### src/rtl/imm_decode_pkg.sv
// Shared types and opcode constants for the RV32 immediate-decode stage.
package imm_decode_pkg;

  typedef enum logic [2:0] {
    FMT_NONE = 3'd0,
    FMT_I    = 3'd1,
    FMT_S    = 3'd2,
    FMT_B    = 3'd3,
    FMT_U    = 3'd4,
    FMT_J    = 3'd5
  } imm_fmt_e;

  localparam logic [6:0] OP_IMM = 7'b0010011;
  localparam logic [6:0] LOAD   = 7'b0000011;
  localparam logic [6:0] JALR   = 7'b1100111;
  localparam logic [6:0] SYSTEM = 7'b1110011;
  localparam logic [6:0] STORE  = 7'b0100011;
  localparam logic [6:0] BRANCH = 7'b1100011;
  localparam logic [6:0] LUI    = 7'b0110111;
  localparam logic [6:0] AUIPC  = 7'b0010111;
  localparam logic [6:0] JAL    = 7'b1101111;
  localparam logic [6:0] OP     = 7'b0110011;

  // instr[1:0] value marking a 32-bit (non-compressed) encoding
  localparam logic [1:0] LEN_32BIT = 2'b11;

endpackage

### src/rtl/imm_field_extract.sv
// Combinational immediate classifier: opcode -> format, raw field assembly,
// sign extension to XLEN.
module imm_field_extract
  import imm_decode_pkg::*;
#(
  parameter int unsigned XLEN = 32
) (
  input  logic [31:0]     instr_i,
  output imm_fmt_e        fmt_o,
  output logic            illegal_o,
  output logic [XLEN-1:0] imm_o
);

  logic [31:0] imm32;

  always_comb begin
    fmt_o     = FMT_NONE;
    illegal_o = 1'b0;
    imm32     = '0;
    if (instr_i[1:0] != LEN_32BIT) begin
      illegal_o = 1'b1;
    end else begin
      case (instr_i[6:0])
        OP_IMM, LOAD, JALR, SYSTEM: begin
          fmt_o = FMT_I;
          imm32 = {{20{instr_i[31]}}, instr_i[31:20]};
        end
        STORE: begin
          fmt_o = FMT_S;
          imm32 = {{20{instr_i[31]}}, instr_i[31:25], instr_i[11:7]};
        end
        BRANCH: begin
          fmt_o = FMT_B;
          imm32 = {{19{instr_i[31]}}, instr_i[31], instr_i[7],
                   instr_i[30:25], instr_i[11:8], 1'b0};
        end
        LUI, AUIPC: begin
          fmt_o = FMT_U;
          imm32 = {instr_i[31:12], 12'b0};
        end
        JAL: begin
          fmt_o = FMT_J;
          imm32 = {{11{instr_i[31]}}, instr_i[31], instr_i[19:12],
                   instr_i[20], instr_i[30:21], 1'b0};
        end
        OP:      fmt_o = FMT_NONE;
        default: illegal_o = 1'b1;
      endcase
    end
  end

  // Every 32-bit immediate is already sign-correct; widening keeps bit 31 as sign.
  assign imm_o = XLEN'($signed(imm32));

endmodule

### src/rtl/imm_decode_stage.sv
// Registered valid/ready immediate-decode stage. Define IMM_DECODE_SKID_EN for a
// 2-entry skid buffer with flop-driven o_ready; otherwise a single output register.
module imm_decode_stage
  import imm_decode_pkg::*;
#(
  parameter int unsigned XLEN = 32
) (
  input  logic            i_clk,
  input  logic            i_rst_n,
  input  logic            i_flush,
  input  logic            i_valid,
  output logic            o_ready,
  input  logic [31:0]     i_instr,
  output logic            o_valid,
  input  logic            i_ready,
  output logic [XLEN-1:0] o_imm,
  output logic [2:0]      o_fmt,
  output logic            o_illegal
);

  if ((XLEN != 32) && (XLEN != 64)) begin : g_xlen_check
    $error("imm_decode_stage: XLEN must be 32 or 64");
  end

  typedef struct packed {
    logic [XLEN-1:0] imm;
    imm_fmt_e        fmt;
    logic            illegal;
  } entry_t;

  imm_fmt_e        dec_fmt;
  logic            dec_illegal;
  logic [XLEN-1:0] dec_imm;
  entry_t          dec_entry;

  imm_field_extract #(.XLEN(XLEN)) u_extract (
    .instr_i   (i_instr),
    .fmt_o     (dec_fmt),
    .illegal_o (dec_illegal),
    .imm_o     (dec_imm)
  );

  assign dec_entry = '{imm: dec_imm, fmt: dec_fmt, illegal: dec_illegal};

  entry_t main_q, main_d;
  logic   main_vld_q, main_vld_d;
  logic   in_fire, out_fire;

  assign in_fire  = i_valid & o_ready;
  assign out_fire = main_vld_q & i_ready;

`ifdef IMM_DECODE_SKID_EN
  entry_t skid_q, skid_d;
  logic   skid_vld_q, skid_vld_d;

  assign o_ready = ~skid_vld_q;

  // Skid is only ever occupied while main is, so a free main slot means skid is empty
  // or draining; when skid holds data o_ready is low and no input can arrive.
  always_comb begin
    main_d     = main_q;
    main_vld_d = main_vld_q;
    skid_d     = skid_q;
    skid_vld_d = skid_vld_q;
    if (i_flush) begin
      main_vld_d = 1'b0;
      skid_vld_d = 1'b0;
    end else if (!main_vld_q || out_fire) begin
      if (skid_vld_q) begin
        main_d     = skid_q;
        main_vld_d = 1'b1;
        skid_vld_d = 1'b0;
      end else begin
        main_vld_d = in_fire;
        if (in_fire) main_d = dec_entry;
      end
    end else if (in_fire) begin
      skid_d     = dec_entry;
      skid_vld_d = 1'b1;
    end
  end

  always_ff @(posedge i_clk) begin
    if (!i_rst_n) begin
      skid_q     <= '0;
      skid_vld_q <= 1'b0;
    end else begin
      skid_q     <= skid_d;
      skid_vld_q <= skid_vld_d;
    end
  end
`else
  assign o_ready = ~main_vld_q | i_ready;

  always_comb begin
    main_d     = main_q;
    main_vld_d = main_vld_q;
    if (i_flush) begin
      main_vld_d = 1'b0;
    end else if (in_fire) begin
      main_d     = dec_entry;
      main_vld_d = 1'b1;
    end else if (out_fire) begin
      main_vld_d = 1'b0;
    end
  end
`endif

  always_ff @(posedge i_clk) begin
    if (!i_rst_n) begin
      main_q     <= '0;
      main_vld_q <= 1'b0;
    end else begin
      main_q     <= main_d;
      main_vld_q <= main_vld_d;
    end
  end

  assign o_valid   = main_vld_q;
  assign o_imm     = main_q.imm;
  assign o_fmt     = main_q.fmt;
  assign o_illegal = main_q.illegal;

endmodule

### config.mk
export PLATFORM = sky130hd
export DESIGN_NAME = imm_decode_stage
export DESIGN_NICKNAME = d
export VERILOG_FILES = /design/src/rtl/imm_decode_pkg.sv /design/src/rtl/imm_field_extract.sv /design/src/rtl/imm_decode_stage.sv
export SDC_FILE = /design/constraint.sdc
export NUM_CORES = 1
export LEC_CHECK = 0
export CAP_MARGIN = 10
export CORE_UTILIZATION = 46
export DETAILED_ROUTE_END_ITERATION = 8
export PLACE_DENSITY_LB_ADDON = 0.12
export SYNTH_ARGS = -nofsm -noshare
export SYNTH_HDL_FRONTEND = slang
export SYNTH_SLANG_ARGS = --single-unit
### constraint.sdc
create_clock -name i_clk -period 3.4 [get_ports i_clk]
set_input_delay 0.68 -clock i_clk [delete_from_list [all_inputs] [get_ports i_clk]]
set_output_delay 0.68 -clock i_clk [all_outputs]
set_load 0.005 [all_outputs]
* Word level (Yosys, flattened, before mapping)
Index checks and enable logic that the tools add are counted.
** Word-level totals
- Output and inout bits :: 38
- Register bits :: 37
- Logic and storage cells :: 35
- Input bits :: 37
** Cells by class
- Reduce and logical (&&, ||, !) cells :: 6
- Bitwise operators :: 6
- Multiplexer cells :: 8
- Eq/ne operators :: 11
** Operators by type and width (count)
- 32-bit one-hot mux with 5 select lines :: 1
- 32-bit 2-to-1 mux :: 1
- 7-bit equality test (second input constant) :: 4
- 7-bit by 6-bit equality test with 1-bit output (second input constant) :: 3
- 3-bit one-hot mux with 5 select lines :: 1
- 7-bit by 5-bit equality test with 1-bit output (second input constant) :: 2
- 10-bit OR reduction :: 1
- 7-bit by 2-bit equality test with 1-bit output (second input constant) :: 1
- 1-bit 2-to-1 mux :: 4
- 2-bit OR reduction :: 2
- 4-bit OR reduction :: 1
- 3-bit 2-to-1 mux :: 1
- 1-bit inverter :: 3
- 1-bit AND :: 2
- 2-bit != test (second input constant) :: 1
- 2-bit AND reduction :: 1
- 2-bit nonzero test :: 1
- 1-bit bitwise OR :: 1

* Logic depth before layout (Yosys ltp)
Gate-level depths: netlist of run 1.
- Depth after elaboration :: 4
- Mapped depth :: 6
- Depth with buffers taken out :: 5

* Modules after synthesis
From an unflattened synthesis of run 1, not the netlist that was laid out.
** Second synthesis, totals
- Cell total of the unflattened synthesis :: 247
- Area total of the unflattened synthesis :: 2120.8 um2
** Modules (own cells, without submodules)
- imm_decode_stage :: instances 1, seq. area each 740.7 um2, area an instance 1515.2 um2, cells an instance 162
- imm_field_extract :: instances 1, seq. area each 0.0 um2, area an instance 605.6 um2, cells an instance 85

* Worst setup path before layout of run 1
Ideal clock, no wire load.
- Kind :: in2reg
- Start :: in i_instr[3]
- End :: reg main_q (netlist bit o_imm[29])
- Cell stages on the path :: 6
- Setup slack :: 1.534 ns
- Library setup time :: 0.075 ns
- Arrival time :: 1.792 ns
- Buffers on the path :: 2
- Data required time :: 3.325 ns
- Path through :: buf_2 > or3b_1 > a21oi_2 > o2111ai_1 > buf_2 > o21ai_0
** Between the ends
- Longest elaborated chain between the ends :: 4
- Elaborated cells between the ends (all ways) :: 13
- Those cells by class :: 9 x eq/ne; 2 x mux; 2 x reduce/logical
** RTL lines
- start: declaration :: line imm_decode_stage.sv:13 : input logic [31:0] i_instr,
- 7-bit by 5-bit equality test with 1-bit output (tied with other cells) :: line imm_field_extract.sv:23 : case (instr_i[6:0])
- 4-bit OR reduction / 2-bit OR reduction (equally long branches)
- 32-bit one-hot mux with 5 select lines * :: line imm_field_extract.sv:23
- 32-bit 2-to-1 mux * :: line imm_field_extract.sv:20 : if (instr_i[1:0] != LEN_32BIT) begin
- end signal: assignment :: line imm_decode_stage.sv:114 : main_q <= main_d;
- end: declaration :: line imm_decode_stage.sv:45 : entry_t main_q, main_d;
Mark *: on every way between the ends. The rest lies on a longest branch, timed or not.
A chain may end at the register's enable or synchronous reset.

* Worst setup path after layout of run 1
- Start :: in i_ready
- End :: out o_ready
** Between the ends
- Longest elaborated chain between the ends :: 1
** RTL lines
- start: declaration :: line imm_decode_stage.sv:15 : input logic i_ready,
- 1-bit bitwise OR :: line imm_decode_stage.sv:93 : assign o_ready = ~main_vld_q | i_ready;
- end: declaration :: line imm_decode_stage.sv:12 : output logic o_ready,
Every way passes these cells.

==> impl_table.tex, run 1 <==
\begin{tabular}{lr}
\hline
Metric & Value \\
\hline
\multicolumn{2}{l}{\textbf{STA}} \\
Final Hold Fails & 0 \\
Hold slack final & 0.4549 ns \\
Unrepaired setup endpoints after global routing & false \\
Actual slew at the worst max-slew pin & 0.7780 ns \\
Count of final max-slew check failures & 0 \\
Final period utilization & 79.13\% \\
Post-Route Setup TNS & 0 ns \\
Finish-stage setup viols & 0 \\
Worst-case clock skew & 0.004880 ns \\
Max frequency & 0.3717 GHz \\
Relative max-transition margin & 48.14\% \\
Post-route minimum period & 2.690 ns \\
Minimum setup slack in the final design & 0.7096 ns \\
\multicolumn{2}{l}{\textbf{Logic synthesis}} \\
Proportion of synthesized chip area in sequential cells & 41.11\% \\
Cell type contributing the most total cell area after synthesis & sky130\_fd\_sc\_hd\_\_dfxtp\_1 \\
Post-synthesis xor/xnor area fraction & 0.4861\% \\
Compound-cell area share of the yosys netlist & 34.86\% \\
Main combinational cell family by area after synthesis & compound AO/OA/AOI/OAI gates \\
Post-synth cell types & 45 \\
Flops \& latches, synth & 37 \\
Post-synthesis adder-cell area fraction & 0\% \\
Synth Instances & 191 \\
Leading cell types by total area after synthesis & sky130\_fd\_sc\_hd\_\_dfxtp\_1 (41\%), sky130\_fd\_sc\_hd\_\_a32oi\_1 (9.7\%), sky130\_fd\_sc\_hd\_\_o21ai\_0 (5.0\%) \\
Portion of netlist area occupied by mux cells & 0.5556\% \\
Simple-gate share of the synthesized area & 17.57\% \\
Top cell type's share of synthesized area & 41.11\% \\
Combined area of all synthesized cells & 1802 µm² \\
Total number of yosys warnings & 0 \\
Nets in the synthesized netlist & 228 \\
Mapped Avg Cell Area & 9.433 µm² \\
\multicolumn{2}{l}{\textbf{Cells and area}} \\
Commonest cells after routing, fill and taps aside & sky130\_fd\_sc\_hd\_\_clkdlybuf4s50\_1 (74), sky130\_fd\_sc\_hd\_\_dfxtp\_1 (37), sky130\_fd\_sc\_hd\_\_nand2\_1 (20), sky130\_fd\_sc\_hd\_\_a32oi\_1 (20), sky130\_fd\_sc\_hd\_\_o21ai\_0 (18) \\
Area occupied by multi-input gates & 963.4 µm² \\
FF/Latch Area & 740.7 µm² \\
Most common cell after layout, fill and taps aside & sky130\_fd\_sc\_hd\_\_clkdlybuf4s50\_1 \\
Final layout net count & 296 \\
Final Instance Count excl. Fillers & 308 \\
Filler Cells Inserted & 326 \\
Layout cells sized above 1 & 11.92\% \\
Area growth from synthesis to final layout & 45.83\% \\
Inserted Diodes & 0 \\
\multicolumn{2}{l}{\textbf{Floorplanning}} \\
Horizontal extent of the die & 64.59 µm \\
Die area & 4171 µm² \\
Io pins & 75 \\
Chip height & 64.59 µm \\
Number of core rows & 22 \\
Core Footprint & 3716 µm² \\
Starting density of the core & 48.48\% \\
\multicolumn{2}{l}{\textbf{Routing}} \\
Per-cell routed wire length & 15.20 µm \\
Via count of the routed design & 1764 \\
Count of nets left with antenna violations after detail routing & 0 \\
Count of TritonRoute iterations in the first routing pass & 4 \\
Iteration-0 DRC count of the detailed router & 126 \\
Final routed DRC violation total & 0 \\
Final wirelength & 4683 µm \\
Via density per instance & 5.727 \\
\multicolumn{2}{l}{\textbf{Global routing}} \\
Grt peak-use layer & met2 \\
Largest net degree at the start of global routing & 22 \\
Global routing usage on met2 & 38.68\% \\
Met1 Track Usage GR & 30.37\% \\
Antenna violations before repair & 0 \\
Wire length of the first global-routing pass & 7721 µm \\
Total grt overflow & 0 \\
Vias in the first global route & 1618 \\
GRT Util Overall & 24.35\% \\
GR met3 Demand/Resource & 6.690\% \\
\multicolumn{2}{l}{\textbf{Outcome}} \\
Outcome & completed \\
\multicolumn{2}{l}{\textbf{Clocking}} \\
Inserted Clock Buffers & 5 \\
Number of resized instances in the post-cts repair step & 0 \\
Maximum number of buffers from clock root to sink & 2 \\
Clk sink count & 37 \\
CTS tree & yes \\
CTS HTree Levels & 2 \\
Library cell used as clock root buffer & sky130\_fd\_sc\_hd\_\_clkbuf\_8 \\
Post-CTS clock slew at the launch and capture registers of the worst setup and hold paths & 0.07 ns \\
Post-CTS Setup Repair Bufs & 0 \\
Source-to-sink clock delay at the later pin of the worst-skew pair & 0.29 ns \\
Number of hold-repair buffers added at the cts stage & 0 \\
\multicolumn{2}{l}{\textbf{Worst setup path}} \\
Critical-path top delay cell & sky130\_fd\_sc\_hd\_\_clkdlybuf4s50\_1 \\
FF-to-FF setup slack & 1.59 ns \\
Critical path required time & 2.72 ns \\
Launch instance of the worst register-to-register path & o\_valid \\
Largest stage delay on the critical path & 0.53 ns \\
Cell type with the highest occurrence count on the critical path & sky130\_fd\_sc\_hd\_\_clkdlybuf4s50\_1 \\
Arrival time reported for the critical path endpoint & 2.01 ns \\
Start point of the critical path & i\_ready \\
CP Launch Type & input port \\
Worst reg-to-reg path cell count & 5 \\
Capturing element type of the critical path & output port \\
Maximum fanout count along the critical path & 4 \\
Reg-to-reg endpoint & o\_imm[29] \\
Cell breakdown of the critical path & clkdlybuf4s50\_1 > and2b\_1 > inv\_1 > clkdlybuf4s50\_1 \\
Kind of critical path & input port to output port \\
\multicolumn{2}{l}{\textbf{Placed design}} \\
Worst setup slack before clock tree synthesis & 0.6271 ns \\
Port bufs & 74 \\
Final Wtd Congestion & 0.8408 \\
Detailed placement HPWL & 3374 µm \\
Placed cell count & 300 \\
\multicolumn{2}{l}{\textbf{Min path}} \\
Hold-critical path endpoint & o\_imm[15] \\
Hold path startpoint & o\_imm[15] \\
Hold crit path type & flop to flop \\
Hold path cells & 2 \\
\multicolumn{2}{l}{\textbf{Power}} \\
Pwr/cell area & 330.2 nW/µm² \\
Worst VDD drop & 0.1799 mV \\
Leak Pwr & 0.8746 nW \\
\multicolumn{2}{l}{\textbf{Run}} \\
Number of maximum-capacitance constraint violations & 0 \\
\hline
\end{tabular}
## flip-flops by register name, summed over array words and instances, names as in the netlist
signal	cells
o_fmt	3
o_illegal	1
o_imm	32
o_valid	1
## worst max-delay path: cells and delay by family
family | cells | cell delay (ns)
simple gates | 1 | 0.22
buf+inv | 3 | 1.11
## layout make-up
type | instances | area share (%)
Clock buffer | 6 | 3.143
Clock inverter | 2 | 0.5238
Inverter | 3 | 0.4286
Multi-Input combinational cell | 136 | 36.67
Sequential cell | 37 | 28.19
Tap cell | 48 | 2.286
Timing Repair Buffer | 76 | 28.76
## power breakdown
group | total [mW] | internal (mW) | switching, mW
Combinational | 0.110 | 0.0561 | 0.0538
Sequential | 0.436 | 0.435 | 0.00105
Clock | 0.322 | 0.164 | 0.158
## synth_stat cells (all sizes together)
cell and number:
o211a 1, inv 3, or3 1, a21oi 6, a22oi 5, dfxtp 37, nand4b 2, and4bb 1
clkbuf 6, nor2 10, o311ai 1, buf 9, o2111ai 1, nor3 1, o21ai 30, a211oi 3
o22ai 1, mux2i 1, nand3 2, nor3b 1, nor2b 3, and2b 2, xnor2 1, o31ai 2
or3b 3, a22o 7, nor4b 2, nand2 20, a221oi 4, or2b 1, or2 1, and4b 1
nand3b 1, a32oi 20, nand4 1
## routing by layer
layer	up-vias	share of wire, %
met4	0	2.1
met5	-	0
met1	811	45
met2	77	46
met3	7	6.5
li1	869	-
## worst max path at each step
stage                endpoint  slack [ns]  depth (start not counted)
finish                o_ready        0.71                          4
global route        o_imm[29]        0.65                          5
CTS                   o_ready        0.70                          4
detailed placement  o_imm[29]        0.63                          5
global placement      o_ready        0.73                          4
floorplan           o_imm[29]        1.53                          6
## per-stage QoR
| stage | utilization (%) | cell area [µm²] | power (mW) |
|---|---|---|---|
| 3_5_place_dp | 68.11 | 2531 | 0.5547 |
| 6_report | 70.71 | 2628 | 0.8677 |
| 3_3_place_gp | 68.11 | 2531 | 0.5542 |
| 4_1_cts | 70.71 | 2628 | 0.8761 |
| 2_1_floorplan | - | 1802 | 0.4954 |
| 5_1_grt | 70.71 | 2628 | 0.9046 |
## logic make-up after synthesis
family                    Yosys count
buffers and inverters              18
AOI/OAI and AO/OA                  81
and+or+nand+nor                    53
xor gates and xnor gates            1
DFF                                37
muxes                               1
(Power assumes the default switching activity.)
==> run 2: changes to the inputs <==
Settings changed: CORE_UTILIZATION 46 to 38.
Clock period 3.4 ns to 2.3 ns, I/O delays scaled along.
==> impl_table.tex, run 2 (synthesis results as in run 1) <==
\begin{tabular}{lr}
\hline
Metric & Value \\
\hline
\multicolumn{2}{l}{\textbf{Clocking}} \\
CTS tree & yes \\
Source-to-sink clock delay at the later pin of the worst-skew pair & 0.28 ns \\
Maximum number of buffers from clock root to sink & 2 \\
Clk sink count & 37 \\
Post-CTS clock slew at the launch and capture registers of the worst setup and hold paths & 0.07 ns \\
Number of hold-repair buffers added at the cts stage & 0 \\
Number of resized instances in the post-cts repair step & 0 \\
Post-CTS Setup Repair Bufs & 0 \\
Library cell used as clock root buffer & sky130\_fd\_sc\_hd\_\_clkbuf\_8 \\
CTS HTree Levels & 2 \\
Inserted Clock Buffers & 5 \\
\multicolumn{2}{l}{\textbf{Routing}} \\
Iteration-0 DRC count of the detailed router & 122 \\
Via count of the routed design & 1807 \\
Count of TritonRoute iterations in the first routing pass & 7 \\
Final wirelength & 4923 µm \\
Via density per instance & 5.560 \\
Final routed DRC violation total & 12 \\
Count of nets left with antenna violations after detail routing & 0 \\
Per-cell routed wire length & 15.15 µm \\
\multicolumn{2}{l}{\textbf{Power}} \\
Leak Pwr & 0.9528 nW \\
Pwr/cell area & 472.4 nW/µm² \\
Clock network fraction of design power & 36.8\% \\
P\_sw & 0.3243 mW \\
Final Total Pwr & 1.308 mW \\
Worst VDD drop & 0.3413 mV \\
Seq pwr share & 49.3\% \\
Internal Dissipation & 0.9833 mW \\
Fraction of power consumed by combinational cells & 13.9\% \\
Fraction of power spent switching nets & 24.80\% \\
\multicolumn{2}{l}{\textbf{Cells and area}} \\
Area growth from synthesis to final layout & 53.61\% \\
Finished Cell Area & 2768 µm² \\
Filler Cells Inserted & 400 \\
Commonest cells after routing, fill and taps aside & sky130\_fd\_sc\_hd\_\_clkdlybuf4s50\_1 (74), sky130\_fd\_sc\_hd\_\_dfxtp\_1 (37), sky130\_fd\_sc\_hd\_\_nand2\_1 (20), sky130\_fd\_sc\_hd\_\_a32oi\_1 (20), sky130\_fd\_sc\_hd\_\_o21ai\_0 (18) \\
Final layout net count & 309 \\
FF/Latch Area & 740.7 µm² \\
Inserted Diodes & 0 \\
Flip-flop count of the largest register, all copies and words added & 32 \\
Area occupied by multi-input gates & 963.4 µm² \\
Layout cells sized above 1 & 16.12\% \\
Most common cell after layout, fill and taps aside & sky130\_fd\_sc\_hd\_\_clkdlybuf4s50\_1 \\
\multicolumn{2}{l}{\textbf{Global routing}} \\
Antenna violations before repair & 0 \\
Vias in the first global route & 1660 \\
Largest net degree at the start of global routing & 22 \\
Total grt overflow & 0 \\
Wire length of the first global-routing pass & 8010 µm \\
GRT Util Overall & 19.88\% \\
\multicolumn{2}{l}{\textbf{Floorplanning}} \\
Number of core rows & 24 \\
Horizontal extent of the die & 70.86 µm \\
Chip height & 70.86 µm \\
Die area & 5020 µm² \\
Starting density of the core & 40.54\% \\
Io pins & 75 \\
Core Footprint & 4444 µm² \\
\multicolumn{2}{l}{\textbf{STA}} \\
Post-Route Setup TNS & 0 ns \\
Max frequency & 0.4570 GHz \\
Finish-stage setup viols & 0 \\
Worst-case clock skew & 0.002229 ns \\
Final period utilization & 95.14\% \\
Relative max-transition margin & 60.87\% \\
Count of final max-slew check failures & 0 \\
Unrepaired setup endpoints after global routing & false \\
Final Hold Fails & 0 \\
Actual slew at the worst max-slew pin & 0.5830 ns \\
Post-route minimum period & 2.188 ns \\
\multicolumn{2}{l}{\textbf{Outcome}} \\
Outcome & finished with violations \\
Violated checks & design-rule violations \\
\multicolumn{2}{l}{\textbf{Min path}} \\
Hold crit path type & flop to flop \\
Hold path startpoint & o\_imm[16] \\
Hold path cells & 2 \\
Hold-critical path endpoint & o\_imm[16] \\
\multicolumn{2}{l}{\textbf{Worst setup path}} \\
Cell type with the highest occurrence count on the critical path & sky130\_fd\_sc\_hd\_\_clkdlybuf4s50\_1 \\
Arrival time reported for the critical path endpoint & 1.73 ns \\
Launch instance of the worst register-to-register path & o\_valid \\
Largest stage delay on the critical path & 0.51 ns \\
FF-to-FF setup slack & 0.83 ns \\
Worst reg-to-reg path cell count & 5 \\
Reg-to-reg endpoint & o\_imm[7] \\
Capturing element type of the critical path & output port \\
Cell breakdown of the critical path & clkdlybuf4s50\_1 > and2b\_1 > inv\_1 > clkdlybuf4s50\_1 \\
Critical-path top delay cell & sky130\_fd\_sc\_hd\_\_clkdlybuf4s50\_1 \\
Maximum fanout count along the critical path & 3 \\
Critical path required time & 1.84 ns \\
CP Launch Type & input port \\
Kind of critical path & input port to output port \\
\multicolumn{2}{l}{\textbf{Placed design}} \\
Port bufs & 74 \\
Detailed placement HPWL & 3571 µm \\
Final Wtd Congestion & 0.9052 \\
Placed Area & 2671 µm² \\
\multicolumn{2}{l}{\textbf{Run}} \\
Number of maximum-capacitance constraint violations & 0 \\
\hline
\end{tabular}
-- run 2: cell count changes in the layout (fill, tap and decap cells not counted), sizes merged --
cell	previous run	this run
buf	2	15
-- run 2: area by class of cell --
| class | instances | area share, % |
|---|---|---|
| clock inverters | 2 | 0.4973 |
| clock buffers | 6 | 2.984 |
| flip-flops and latches | 37 | 26.76 |
| inverters | 3 | 0.4069 |
| well taps | 52 | 2.351 |
| multi-input cells | 136 | 34.81 |
| repair buffers | 89 | 32.19 |
-- run 2: stage by stage --
stage / setup WS, ns / cells / hold slack (ns) / utilization [%]
2_1_floorplan: 0.6538 / 191 / 0.4487 / -
3_3_place_gp: 0.07075 / 317 / 0.4410 / 60.11
3_5_place_dp: 0.02724 / 317 / 0.4408 / 60.11
4_1_cts: 0.1102 / 325 / 0.4589 / 62.27
5_1_grt: 0.05716 / 325 / 0.4747 / 62.27
6_report: 0.1119 / 325 / 0.4568 / 62.27
-- run 2: power groups by stage --
stage | clock [mW] | sequential, mW | combinational [mW]
2_1_floorplan | 0 | 0.659 | 0.0730
3_3_place_gp | 0 | 0.659 | 0.180
3_5_place_dp | 0 | 0.659 | 0.180
4_1_cts | 0.488 | 0.644 | 0.181
5_1_grt | 0.514 | 0.645 | 0.194
6_report | 0.481 | 0.644 | 0.182
-- run 2: per-layer routing --
layer	share of wire (%)	global-route usage, %	wire (µm)
met5	0	0	0
met4	0.35	4.667	17
met2	47	32.80	2317
met3	6.2	4.843	307
met1	46	26.33	2281
-- run 2: how the worst max path moves through the flow --
stage | startpoint | end
2_1_floorplan | i_instr[3] | o_imm[29]
3_3_place_gp | i_instr[2] | o_imm[3]
3_5_place_dp | i_instr[2] | o_fmt[0]
4_1_cts | i_ready | o_ready
5_1_grt | i_ready | o_ready
6_report | i_ready | o_ready
-- run 2: critical path, delay by kind of cell --
kind | cells | cell delay (ns)
simple gates | 1 | 0.23
buf+inv | 3 | 1.04
